## src/rtl/fnd_digit_scanner.sv

```systemverilog
// fnd_digit_scanner: multiplexed 7-segment digit scanner with blanking, mask and PWM brightness
module fnd_digit_scanner #(
  parameter int NUM_DIGITS = 4,
  parameter int SCAN_DIV = 100000,
  parameter int BLANK_CYCLES = 16,
  localparam int POS_W = $clog2(NUM_DIGITS),
  localparam int CNT_W = $clog2(SCAN_DIV)
) (
  input  logic                  i_clk,
  input  logic                  i_reset,
  input  logic                  i_enable,
  input  logic [NUM_DIGITS-1:0] i_blank_mask,
  input  logic [3:0]            i_brightness,
  output logic [NUM_DIGITS-1:0] o_digit,
  output logic [POS_W-1:0]      o_digitPosition,
  output logic                  o_scan_tick,
  output logic                  o_frame_start
);
  logic [CNT_W-1:0] cnt_q, cnt_d;
  logic [POS_W-1:0] pos_q, pos_d, pos_o_q, pos_o_d;
  logic [3:0] pwm_q, pwm_d;
  logic [NUM_DIGITS-1:0] digit_q, digit_d;
  logic tick_q, tick_d, frame_q, frame_d, last, lit;
  // counters advance on enabled clocks; outputs for the slot cycle being counted are registered together
  always_comb begin
    last = cnt_q == CNT_W'(SCAN_DIV - 1);
    cnt_d = !i_enable ? cnt_q : last ? '0 : cnt_q + 1'b1;
    pos_d = (!i_enable || !last) ? pos_q : pos_q == POS_W'(NUM_DIGITS - 1) ? '0 : pos_q + 1'b1;
    pwm_d = !i_enable ? pwm_q : pwm_q == 4'd14 ? 4'd0 : pwm_q + 4'd1;
    lit = i_enable && (({1'b0, cnt_q} + 1'b1) > (CNT_W + 1)'(BLANK_CYCLES))
          && !i_blank_mask[pos_q] && (pwm_q < i_brightness);
    digit_d = lit ? ~(NUM_DIGITS'(1) << pos_q) : '1;
    pos_o_d = pos_q;
    tick_d = i_enable && last;
    frame_d = i_enable && cnt_q == '0 && pos_q == '0;
  end
  // state and output registers; reset aborts any slot and darkens the display
  always_ff @(posedge i_clk) begin
    if (i_reset) begin
      cnt_q <= '0;
      pos_q <= '0;
      pwm_q <= '0;
      digit_q <= '1;
      pos_o_q <= '0;
      tick_q <= 1'b0;
      frame_q <= 1'b0;
    end else begin
      cnt_q <= cnt_d;
      pos_q <= pos_d;
      pwm_q <= pwm_d;
      digit_q <= digit_d;
      pos_o_q <= pos_o_d;
      tick_q <= tick_d;
      frame_q <= frame_d;
    end
  end
  assign o_digit = digit_q;
  assign o_digitPosition = pos_o_q;
  assign o_scan_tick = tick_q;
  assign o_frame_start = frame_q;
endmodule
```

## config.mk

```make
export PLATFORM = sky130hd
export DESIGN_NAME = fnd_digit_scanner
export DESIGN_NICKNAME = d
export VERILOG_FILES = /design/src/rtl/fnd_digit_scanner.sv
export SDC_FILE = /design/constraint.sdc
export NUM_CORES = 1
export LEC_CHECK = 0
export CORE_MARGIN = 5
export CORE_UTILIZATION = 59
export CTS_BUF_LIST = sky130_fd_sc_hd__clkbuf_8
export DETAILED_ROUTE_END_ITERATION = 10
export PLACE_DENSITY_LB_ADDON = 0.12
export SLEW_MARGIN = 20
export SYNTH_ARGS = -nofsm -noshare
export SYNTH_HDL_FRONTEND = slang
export SYNTH_SLANG_ARGS = --single-unit
```

## constraint.sdc

```tcl
create_clock -name i_clk -period 3.06 [get_ports i_clk]
set_clock_uncertainty 0.15 [all_clocks]
set_input_delay 0.612 -clock i_clk [delete_from_list [all_inputs] [get_ports i_clk]]
set_output_delay 0.612 -clock i_clk [all_outputs]
set_load 0.02 [all_outputs]
```

# Yosys cells after proc, flatten, opt, wreduce, memory -nomap -nowiden
# Index checks and enable logic that the tools add are counted.
# classes
n_shift	1
add_sub_neg	4
div	0
bitwise_logic	2
reduce_logical	13
order_cmp	3
muxes	5
n_eq_ne	3
multipliers	0
# ops
cell	n
17-bit by 1-bit adder with 18-bit output (second input constant)	1
18-bit by 5-bit greater-than comparator with 1-bit output (second input constant)	1
17-bit by 1-bit adder with 17-bit output (second input constant)	1
17-bit equality test (second input constant)	1
17-bit logical NOT	1
17-bit 2-to-1 mux	1
1-bit logical AND	6
4-bit by 1-bit adder with 4-bit output (second input constant)	1
4-bit equality test (second input constant)	1
4-bit less-than comparator	1
4-bit 2-to-1 mux	1
4-bit inverter	1
1-bit by 2-bit << shifter with 4-bit output (first input constant)	1
1-bit logical NOT	3
2-bit by 3-bit less-than comparator with 1-bit output (second input constant)	1
2-bit by 1-bit adder with 2-bit output (second input constant)	1
1-bit binary-select mux with 2-bit select	1
2-bit equality test (second input constant)	1
2-bit logical NOT	1
2-bit 2-to-1 mux	1
2-bit OR reduction	1
1-bit logical OR	1
1-bit 2-to-1 mux	1
1-bit inverter	1
# totals
mem_count	0
ram_bits	0
in_bits	11
register_bits	31
word_cells	38
rom_bits	0
latchBits	0
output_inout_bits	8

# Longest topological paths before layout
# Gate-level depths: netlist (run 1).
# depth
ltp_word	7
mapped_depth	8

# Worst setup path before layout (run 1)
# OpenSTA, ideal clock, no wires.
# synth_timing
path_kind	register to register
from	register cnt_q[0]
to	register digit_q[0] (netlist: o_digit[0])
setup_time_ns	0.061
arrival_time_ns	1.996
stages_incl_launch_ff	9
setup_slack_ns	0.853
t_required_ns	2.849
cell_sequence	dfxtp_1 ha_1 buf_2 nand4_4 nor4_2 or4b_1 nand3_1 a41oi_2 nand2_1
# synth_between
elab_chain_len	7
# synth_rtl
item	line	source
start: declaration	19	logic [CNT_W-1:0] cnt_q, cnt_d;
start signal: assignment	48	cnt_q <= cnt_d;
17-bit by 1-bit adder with 18-bit output	30	lit = i_enable && (({1'b0, cnt_q} + 1'b1) > (CNT_W + 1)'(BLANK_CYCLES))
18-bit by 5-bit greater-than comparator with 1-bit output	30	
1-bit logical AND	30	
1-bit logical AND (2 in a row)	31	&& !i_blank_mask[pos_q] && (pwm_q < i_brightness);
1-bit inverter (no line)	-	
2-bit OR reduction (no line)	-	
end signal: assignment	51	digit_q <= digit_d;
end: declaration	22	logic [NUM_DIGITS-1:0] digit_q, digit_d;
# No other way between the ends.
# A chain may end at the register's enable or synchronous reset.

# Worst setup path after layout (run 1)
# layout_timing
from	register cnt_q[0]
to	register digit_q[2] (netlist: o_digit[2])
# The elaborated chain is that of the path after synthesis.

==> metrics.cfg, run 1 <==
[detailed_routing]
first_iter_violations=133
vias=1722
wl_per_cell_um=15.1
drtAntennaViolNets=0
routed_via_density=5.96
routed_wl_mm=4.37
route.detailed.drc=0
firstDrtPassIters=4

[clocking]
holdBufCountCts=0
post_cts_buffers=0
numClockSinks=31
cts-resized-gates=0
cts_buffers=5
clk_latency_ns=0.28
path_clk_slew_ns=0.06
clockBufferDepth=2
root_buffer=clkbuf_8
htree_levels=2
cts_tree=built

[global_route]
grt_use_met2_pct=36.6
grt_pass1_wl_mm=7.29
met1_usage_pct=25.1
top_usage_layer=met2
grt-ovfl-total=0
grt_pass1_vias=1647
met3_usage_pct=5.27
grt_max_degree=26
grtUsageTotal_pct=21.4
antenna_found_initial=0

[cells_and_area]
final_nets=266
fillers=272
drive_above_1_share_pct=10.6
n_antenna_cell=0
design_area_mm2=0.00215
area_growth_pct=15.3

[die]
fp.dieW_um=66.3
die_h_um=66.3
rows=20
initial_core_util_pct=61.2
dieArea_mm2=0.00439
coreArea_mm2=0.00305
io_pins=19

[setup_path]
endpoint_kind=register
start_kind=register
cp_slowest_stage_delay_ns=0.51
arrival_ns=2.73
path_buf_inv=0
slowest_stage=or4b_1
path_delay_family=simple AND/OR/NAND/NOR gates
crit_path_max_fanout=10
critPathRequiredTime_ns=3.13
critical_path_class=reg2reg
crit_chain=ha_1, nand4_4, nor4_2, or4b_1, nand3_1, a41oi_2, nand2_1

[logic_synthesis]
ys.flop_type=dfxtp_1
netlist_area_mm2=0.00187
ys_types=49
async_reset_ff_share_pct=0
syn_avg_cell_area_um2=8.09
ys_ff_latch=31
synthCells=231
yosysSeqAreaShare_pct=33.2
synth_edf_count=0
syn_nets=252
yosysWarnings=0

[timing]
timing.final.crit_share_pct=86.9
fin_ws_ns=0.400
finalCriticalPeriod_ns=2.66
tightest_slew_ns=0.620
finalSetupTns_ns=0
hold_viol_final=0
rsz0062_at_grt=false
slew_headroom_pct=58.4
setup_viol=0
fmax_mhz=376
report.final.slew_viol_count=0

[pwr]
p_int_mw=0.612
seqPwrFrac_pct=52.4
leakagePower_nw=0.773
p_sw_mw=0.181
p_comb_share_pct=7.1
power.density_mw_per_mm2=368
peakVddDrop_mv=0.235
netSwitchingFraction_pct=22.8
pwr-share-clk_pct=40.5

[outcome]
status=complete, no violations

[placement]
io_buffers=18
gp_congestion=0.913
dpl_worst_slack_ns=0.459
dpl.hpwl_mm=3.05
placed_area_mm2=0.00207

[hold_path]
hold_path.class=reg2reg

[job]
max_cap_violations=0

-- registers in the layout (all words and copies together) (netlist names) --
name	flops
o_frame_start	1
o_scan_tick	1
pwm_q	4
pos_o_d	2
cnt_q	17
o_digitPosition	2
o_digit	4
-- worst min-delay path, stage by stage, from the launching register on --
cell and delay [ns]:
dfxtp_1 0.35, nand2_1 0.07, a21oi_1 0.05
-- metal layers --
| layer | wire [um] | share of wire (%) |
|---|---|---|
| met2 | 2180 | 50 |
| met1 | 1880 | 43 |
| met4 | 75 | 1.7 |
| met5 | 0 | 0 |
| met3 | 242 | 5.5 |
-- stage by stage --
stage / hold WS (ns) / total power, mW / std cells / utilization [%]
after floorplan: 0.332 / 0.454 / 231 / -
after global placement: 0.360 / 0.477 / 282 / 67.7
after detailed placement: 0.368 / 0.479 / 282 / 67.7
after CTS: 0.375 / 0.796 / 289 / 70.6
after global routing: 0.411 / 0.826 / 289 / 70.6
final: 0.370 / 0.792 / 289 / 70.6
-- logic make-up (layout without fill, tap and decap cells) --
logic type	Yosys count	after routing	synth area share, %
flops	31	31	33.2
fa+ha+maj	10	10	6.70
simple gates	107	107	33.7
compound gates	48	48	15.7
mux	2	2	1.81
xor+xnor	7	7	3.28
buf+inv	26	40	5.56
-- final cells by class --
cell class / instances / area, um^2 / area share, %
inverters: 12 / 45.0 / 2.09
clock inverters: 1 / 5.00 / 0.232
multi-input cells: 174 / 1140 / 53.1
flip-flops and latches: 31 / 621 / 28.8
well taps: 44 / 55.1 / 2.56
repair buffers: 21 / 203 / 9.41
clock buffers: 6 / 82.6 / 3.83
-- worst paths after layout --
check / startpoint / endpoint / slack [ns] / depth (start not counted)
min: pos_o_d[1]$_SDFFE_PP0P_ / pos_o_d[1]$_SDFFE_PP0P_ / 0.37 / 2
max: cnt_q[0]$_SDFFE_PP0P_ / o_digit[2]$_SDFF_PP1_ / 0.40 / 7
max reg2reg: cnt_q[0]$_SDFFE_PP0P_ / o_digit[2]$_SDFF_PP1_ / 0.40 / 7
min reg2reg: pos_o_d[1]$_SDFFE_PP0P_ / pos_o_d[1]$_SDFFE_PP0P_ / 0.37 / 2
-- power groups by stage --
stage                     Combinational, mW  Sequential [mW]  Clock [mW]
after CTS                            0.0558            0.415       0.325
final                                0.0559            0.415       0.321
after detailed placement             0.0551            0.424           0
after global routing                 0.0620            0.416       0.348
after global placement               0.0538            0.424           0
after floorplan                      0.0309            0.423           0
-- synth_stat cells (2+ instances only) --
cell,count,share of area [%]
a21oi_1,20,5.4
nand3b_1,5,2.0
nand4_1,6,2.0
dfxtp_1,31,33
inv_1,12,2.4
nand2_1,25,5.0
or3_2,2,0.80
or3_1,3,1.0
nor2_1,19,3.8
and3_1,5,1.7
ha_1,10,6.7
buf_2,5,1.3
or3b_2,2,0.94
o21ai_0,15,4.0
xor2_1,3,1.4
and2_1,3,1.0
or3b_1,3,1.4
nor4_2,2,1.3
or4_1,2,0.80
nand2b_1,3,1.0
clkbuf_1,9,1.8
nand3_1,8,2.1
nor4_1,3,1.0
xnor2_1,4,1.9
nor3_1,6,1.6
o2111ai_1,2,0.94
-- cell usage in the layout, fill, tap and decap left out, drive strengths merged, types with 5 or more instances in the layout --
cell type      count
a21oi             20
and3               6
clkbuf             6
clkdlybuf4s50     18
dfxtp             31
ha                10
inv               12
nand2             25
nand3              9
nand3b             5
nand4              7
nor2              19
nor3               6
nor4               6
o21ai             15
or3                5
or3b               5
(Power assumes the default switching activity.)
==> run 2, diff against run 1 <==
--- a/config.mk
+++ b/config.mk
@@ -6,7 +6,7 @@
 export NUM_CORES = 1
 export LEC_CHECK = 0
 export CORE_MARGIN = 5
-export CORE_UTILIZATION = 59
+export CORE_UTILIZATION = 40
 export CTS_BUF_LIST = sky130_fd_sc_hd__clkbuf_8
 export DETAILED_ROUTE_END_ITERATION = 10
 export PLACE_DENSITY_LB_ADDON = 0.12
==> metrics.cfg, run 2 (synthesized netlist as in run 1, its figures left out) <==
[outcome]
status=complete, no violations  ; unchanged

[detailed_routing]
firstDrtPassIters=5  ; was 4
wl_per_cell_um=13.8  ; was 15.1 um
vias=1638  ; was 1722
drtAntennaViolNets=0  ; unchanged
route.detailed.drc=0  ; unchanged
first_iter_violations=104  ; was 133
routed_wl_mm=4.14  ; was 4.37 mm
routed_via_density=5.46  ; was 5.96

[pwr]
peakVddDrop_mv=0.186  ; was 0.235 mV
leakagePower_nw=0.786  ; was 0.773 nW
power.density_mw_per_mm2=356  ; was 368 mW/mm^2

[clocking]
numClockSinks=31  ; unchanged
root_buffer=clkbuf_8  ; unchanged
htree_levels=2  ; unchanged
holdBufCountCts=0  ; unchanged
cts_buffers=5  ; unchanged
post_cts_buffers=0  ; unchanged
cts-resized-gates=0  ; unchanged
path_clk_slew_ns=0.06  ; about the same
cts_tree=built  ; unchanged
clockBufferDepth=2  ; unchanged
clk_latency_ns=0.28  ; about the same

[setup_path]
crit_chain=ha_1, nand4_4, nor4_2, or4b_1, nand3_1, a41oi_2, nand2_1  ; unchanged
critical_path_class=reg2reg  ; unchanged
path_buf_inv=0  ; unchanged
rr_startpoint=cnt_q[0]$_SDFFE_PP0P_  ; unchanged
cp-startpoint=cnt_q[0]$_SDFFE_PP0P_  ; unchanged
endpoint_kind=register  ; unchanged
path_delay_family=simple AND/OR/NAND/NOR gates  ; unchanged
cp_slowest_stage_delay_ns=0.46  ; was 0.51 ns
critPathRequiredTime_ns=3.13  ; about the same
start_kind=register  ; unchanged
crit_path_max_fanout=10  ; unchanged
slowest_stage=or4b_1  ; unchanged
arrival_ns=2.56  ; was 2.73 ns

[cells_and_area]
area_growth_pct=16.3  ; was 15.3%
n_antenna_cell=0  ; unchanged
final_common_cell=dfxtp_1  ; unchanged
final_nets=268  ; was 266
largest_reg_flops=17  ; unchanged
final_cell_mix=dfxtp_1, nand2_1, a21oi_1  ; unchanged
regMostFlops=cnt_q  ; unchanged
fillers=421  ; was 272
drive_above_1_share_pct=10.9  ; was 10.6%

[global_route]
met1_usage_pct=21.3  ; was 25.1%
grtUsageTotal_pct=15.1  ; was 21.4%
grt_pass1_wl_mm=7.37  ; was 7.29 mm
grt_pass1_vias=1457  ; was 1647
grt-ovfl-total=0  ; unchanged
met3_usage_pct=4.12  ; was 5.27%
top_usage_layer=met2  ; unchanged
grt_max_degree=26  ; unchanged
grt_use_met2_pct=22.0  ; was 36.6%
antenna_found_initial=0  ; unchanged

[timing]
timing.hold.ws_ns=0.373  ; was 0.370 ns
finalCriticalPeriod_ns=2.48  ; was 2.66 ns
rsz0062_at_grt=false  ; unchanged
slew_headroom_pct=63.7  ; was 58.4%
fmax_mhz=403  ; was 376 MHz
timing.final.crit_share_pct=81.1  ; was 86.9%
setup_viol=0  ; unchanged
tightest_slew_ns=0.540  ; was 0.620 ns
finalSetupTns_ns=0  ; unchanged
report.final.slew_viol_count=0  ; unchanged
hold_viol_final=0  ; unchanged

[die]
initial_core_util_pct=42.0  ; was 61.2%
fp.dieW_um=78.3  ; was 66.3 um
die_h_um=78.3  ; was 66.3 um
dieArea_mm2=0.00614  ; was 0.00439 mm^2
io_pins=19  ; unchanged
rows=24  ; was 20
coreArea_mm2=0.00444  ; was 0.00305 mm^2

[hold_path]
min_from=pos_o_d[1]$_SDFFE_PP0P_  ; unchanged
hold_path.class=reg2reg  ; unchanged

[job]
max_cap_violations=0  ; unchanged

[placement]
dpl.hpwl_mm=2.96  ; was 3.05 mm
gp_congestion=0.829  ; was 0.913
io_buffers=18  ; unchanged

-- run 2: where the power goes --
part	switching (mW)	leakage, nW	internal, mW
sequential	0.00671	0.251	0.408
clock	0.150	0.0505	0.153
combinational	0.0281	0.485	0.0280
total	0.184	0.786	0.589
-- run 2: through the flow --
stage                     worst slack [ns]  utilization, %  instance area, um^2  total power, mW  instances
after floorplan                      0.853               -                 1870            0.454        231
after global placement               0.595            47.1                 2090            0.480        292
after detailed placement             0.576            47.1                 2090            0.480        292
after CTS                            0.554            48.9                 2170            0.782        300
after global routing                 0.281            48.9                 2170            0.820        300
final                                0.578            48.9                 2170            0.773        300
-- run 2: worst min-delay path, cell delays in order, from the launching register on --
cell and delay (ns):
dfxtp_1 0.35, nand2_1 0.07, a21oi_1 0.06
-- run 2: metal layers --
metal	part of all wire [%]	routed length [um]
met5	0	0
met4	0.65	27
met3	4.9	201
met2	46	1890
met1	49	2020
-- run 2: cell type report --
type | count | area (um^2) | share of cell area [%]
multi-input cells | 174 | 1140 | 52.6
flip-flops and latches | 31 | 621 | 28.6
repair buffers | 23 | 218 | 10.0
clock buffers | 5 | 68.8 | 3.17
well taps | 52 | 65.1 | 2.99
inverters | 12 | 45.0 | 2.07
clock inverters | 3 | 12.5 | 0.576
-- run 2: final timing paths --
kind / to / slack [ns] / cells past startpoint
worst min-delay path: pos_o_d[1]$_SDFFE_PP0P_ / 0.37 / 2
worst max register to register: o_digit[3]$_SDFF_PP1_ / 0.58 / 7
worst max-delay path: o_digit[3]$_SDFF_PP1_ / 0.58 / 7
worst min register to register: pos_o_d[1]$_SDFFE_PP0P_ / 0.37 / 2
==> run 3, diff against run 2 <==
==> constraint.sdc (replaced) <==
create_clock -name i_clk -period 2.45 [get_ports i_clk]
set_clock_uncertainty 0.15 [all_clocks]
set_input_delay 0.49 -clock i_clk [delete_from_list [all_inputs] [get_ports i_clk]]
set_output_delay 0.49 -clock i_clk [all_outputs]
set_load 0.02 [all_outputs]
==> metrics.cfg, run 3 (synthesized netlist as in run 1, its figures left out) <==
[setup_path]
path_delay_family=simple AND/OR/NAND/NOR gates  ; unchanged
crit_path_max_fanout=5  ; was 10
slowest_stage=or4b_1  ; unchanged
critical_path_class=reg2reg  ; unchanged
endpoint_kind=register  ; unchanged
reg2reg_to=o_digit[1]$_SDFF_PP1_  ; was o_digit[3]$_SDFF_PP1_
crit_cells=7  ; unchanged
start_kind=register  ; unchanged
critPathRequiredTime_ns=2.53  ; was 3.13 ns
crit_chain=ha_1, nand4_4, nor4_2, or4b_1, nand3_1, a41oi_2, nand2_1  ; unchanged
r2r_cells=7  ; unchanged
cp-endpoint=o_digit[1]$_SDFF_PP1_  ; was o_digit[3]$_SDFF_PP1_
arrival_ns=2.35  ; was 2.56 ns
rr_startpoint=cnt_q[1]$_SDFFE_PP0P_  ; was cnt_q[0]$_SDFFE_PP0P_
r2r_setup_slack_ns=0.18  ; was 0.58 ns
path_buf_inv=0  ; unchanged
cp_slowest_stage_delay_ns=0.46  ; about the same
cp-startpoint=cnt_q[1]$_SDFFE_PP0P_  ; was cnt_q[0]$_SDFFE_PP0P_

[placement]
dpl.hpwl_mm=3.29  ; was 2.96 mm
dp_cells=311  ; was 292
io_buffers=18  ; unchanged
gp_congestion=0.826  ; was 0.829

[clocking]
numClockSinks=31  ; unchanged
post_cts_buffers=0  ; unchanged
clockBufferDepth=2  ; unchanged
root_buffer=clkbuf_8  ; unchanged
holdBufCountCts=0  ; unchanged
path_clk_slew_ns=0.07  ; was 0.06 ns
cts_tree=built  ; unchanged
cts_buffers=5  ; unchanged
cts-resized-gates=0  ; unchanged
clk_latency_ns=0.28  ; about the same
htree_levels=2  ; unchanged

[pwr]
power.density_mw_per_mm2=474  ; was 356 mW/mm^2
power_mw=1.11  ; was 0.773 mW
leakagePower_nw=0.892  ; was 0.786 nW
peakVddDrop_mv=0.240  ; was 0.186 mV

[detailed_routing]
vias=1693  ; was 1638
firstDrtPassIters=5  ; unchanged
routed_via_density=5.31  ; was 5.46
wl_per_cell_um=14.1  ; was 13.8 um
first_iter_violations=58  ; was 104
drtAntennaViolNets=0  ; unchanged
routed_wl_mm=4.51  ; was 4.14 mm
route.detailed.drc=0  ; unchanged

[die]
initial_core_util_pct=42.0  ; unchanged
rows=24  ; unchanged
io_pins=19  ; unchanged
dieArea_mm2=0.00614  ; unchanged
coreArea_mm2=0.00444  ; unchanged
die_h_um=78.3  ; unchanged
fp.dieW_um=78.3  ; unchanged

[timing]
timing.hold.ws_ns=0.392  ; was 0.373 ns
hold_viol_final=0  ; unchanged
rsz0062_at_grt=false  ; unchanged
tightest_slew_ns=0.407  ; was 0.540 ns
fmax_mhz=440  ; was 403 MHz
finalSetupTns_ns=0  ; unchanged
timing.final.crit_share_pct=92.8  ; was 81.1%
setup_viol=0  ; unchanged
report.final.slew_viol_count=0  ; unchanged
finalCriticalPeriod_ns=2.27  ; was 2.48 ns
slew_headroom_pct=72.6  ; was 63.7%

[cells_and_area]
largest_reg_flops=17  ; unchanged
final_common_cell=dfxtp_1  ; unchanged
n_antenna_cell=0  ; unchanged
area_growth_pct=25.9  ; was 16.3%
final_util_pct=52.9  ; was 48.9%
drive_above_1_share_pct=18.0  ; was 10.9%
final_cells=319  ; was 300
regMostFlops=cnt_q  ; unchanged
final_cell_mix=dfxtp_1, nand2_1, buf_4  ; was dfxtp_1, nand2_1, a21oi_1
final_nets=287  ; was 268

[global_route]
grt_pass1_vias=1571  ; was 1457
antenna_found_initial=0  ; unchanged
grt_max_degree=26  ; unchanged
grt-ovfl-total=0  ; unchanged
grt_pass1_wl_mm=7.73  ; was 7.37 mm
grtUsageTotal_pct=15.9  ; was 15.1%

[hold_path]
hold_path.class=reg2reg  ; unchanged
min_delay_path_depth=2  ; unchanged

[job]
max_cap_violations=0  ; unchanged

[outcome]
status=complete, no violations  ; unchanged

-- run 3: cell types whose count changed in the layout (fill, tap and decap cells not counted), sizes merged --
cell | before | now
bufinv | 0 | 1
buf | 5 | 24
inv | 14 | 12
clkbuf | 5 | 6
-- run 3: per-layer routing --
metal	wire length (um)	track usage [%]	vias to the layer above
met3	143	4.12	5
met5	0	0	-
met1	2290	22.1	772
met2	2030	24.6	25
li1	-	-	891
met4	46	4.20	0
-- run 3: worst min-delay path by stage --
| stage | from | to | slack [ns] |
|---|---|---|---|
| floorplan | cnt_q[16]$_SDFFE_PP0P_ | cnt_q[16]$_SDFFE_PP0P_ | 0.33 |
| global placement | pos_o_d[1]$_SDFFE_PP0P_ | pos_o_d[1]$_SDFFE_PP0P_ | 0.38 |
| detailed placement | pos_o_d[1]$_SDFFE_PP0P_ | pos_o_d[1]$_SDFFE_PP0P_ | 0.39 |
| CTS | pos_o_d[0]$_SDFFE_PP0P_ | pos_o_d[0]$_SDFFE_PP0P_ | 0.40 |
| global route | cnt_q[15]$_SDFFE_PP0P_ | cnt_q[15]$_SDFFE_PP0P_ | 0.43 |
| finish | pos_o_d[0]$_SDFFE_PP0P_ | pos_o_d[0]$_SDFFE_PP0P_ | 0.39 |
-- run 3: cell type report --
class | instances | area, um^2
Timing Repair Buffer | 42 | 360
Inverter | 12 | 45.0
Multi-Input combinational cell | 174 | 1140
Clock buffer | 6 | 82.6
Fill cell | 426 | 2090
Sequential cell | 31 | 621
Tap cell | 52 | 65.1
Clock inverter | 2 | 35.0
-- run 3: metrics by stage --
stage,area [um^2],worst slack (ns)
finish,2350,0.178
global placement,2230,0.183
detailed placement,2230,0.136
CTS,2350,0.176
global route,2350,0.0242
floorplan,1870,0.243
-- run 3: worst reg2reg max path: stages, from the launching register on --
cell and delay [ns]:
dfxtp_1 0.39, ha_1 0.27, nand4_4 0.12, nor4_2 0.35, or4b_1 0.46, nand3_1 0.16
a41oi_2 0.20, nand2_1 0.11
-- run 3: power breakdown --
part	leakage [nW]	internal [mW]	switching [mW]
clock	0.0612	0.329	0.191
combinational	0.580	0.0398	0.0390
sequential	0.251	0.510	0.00637
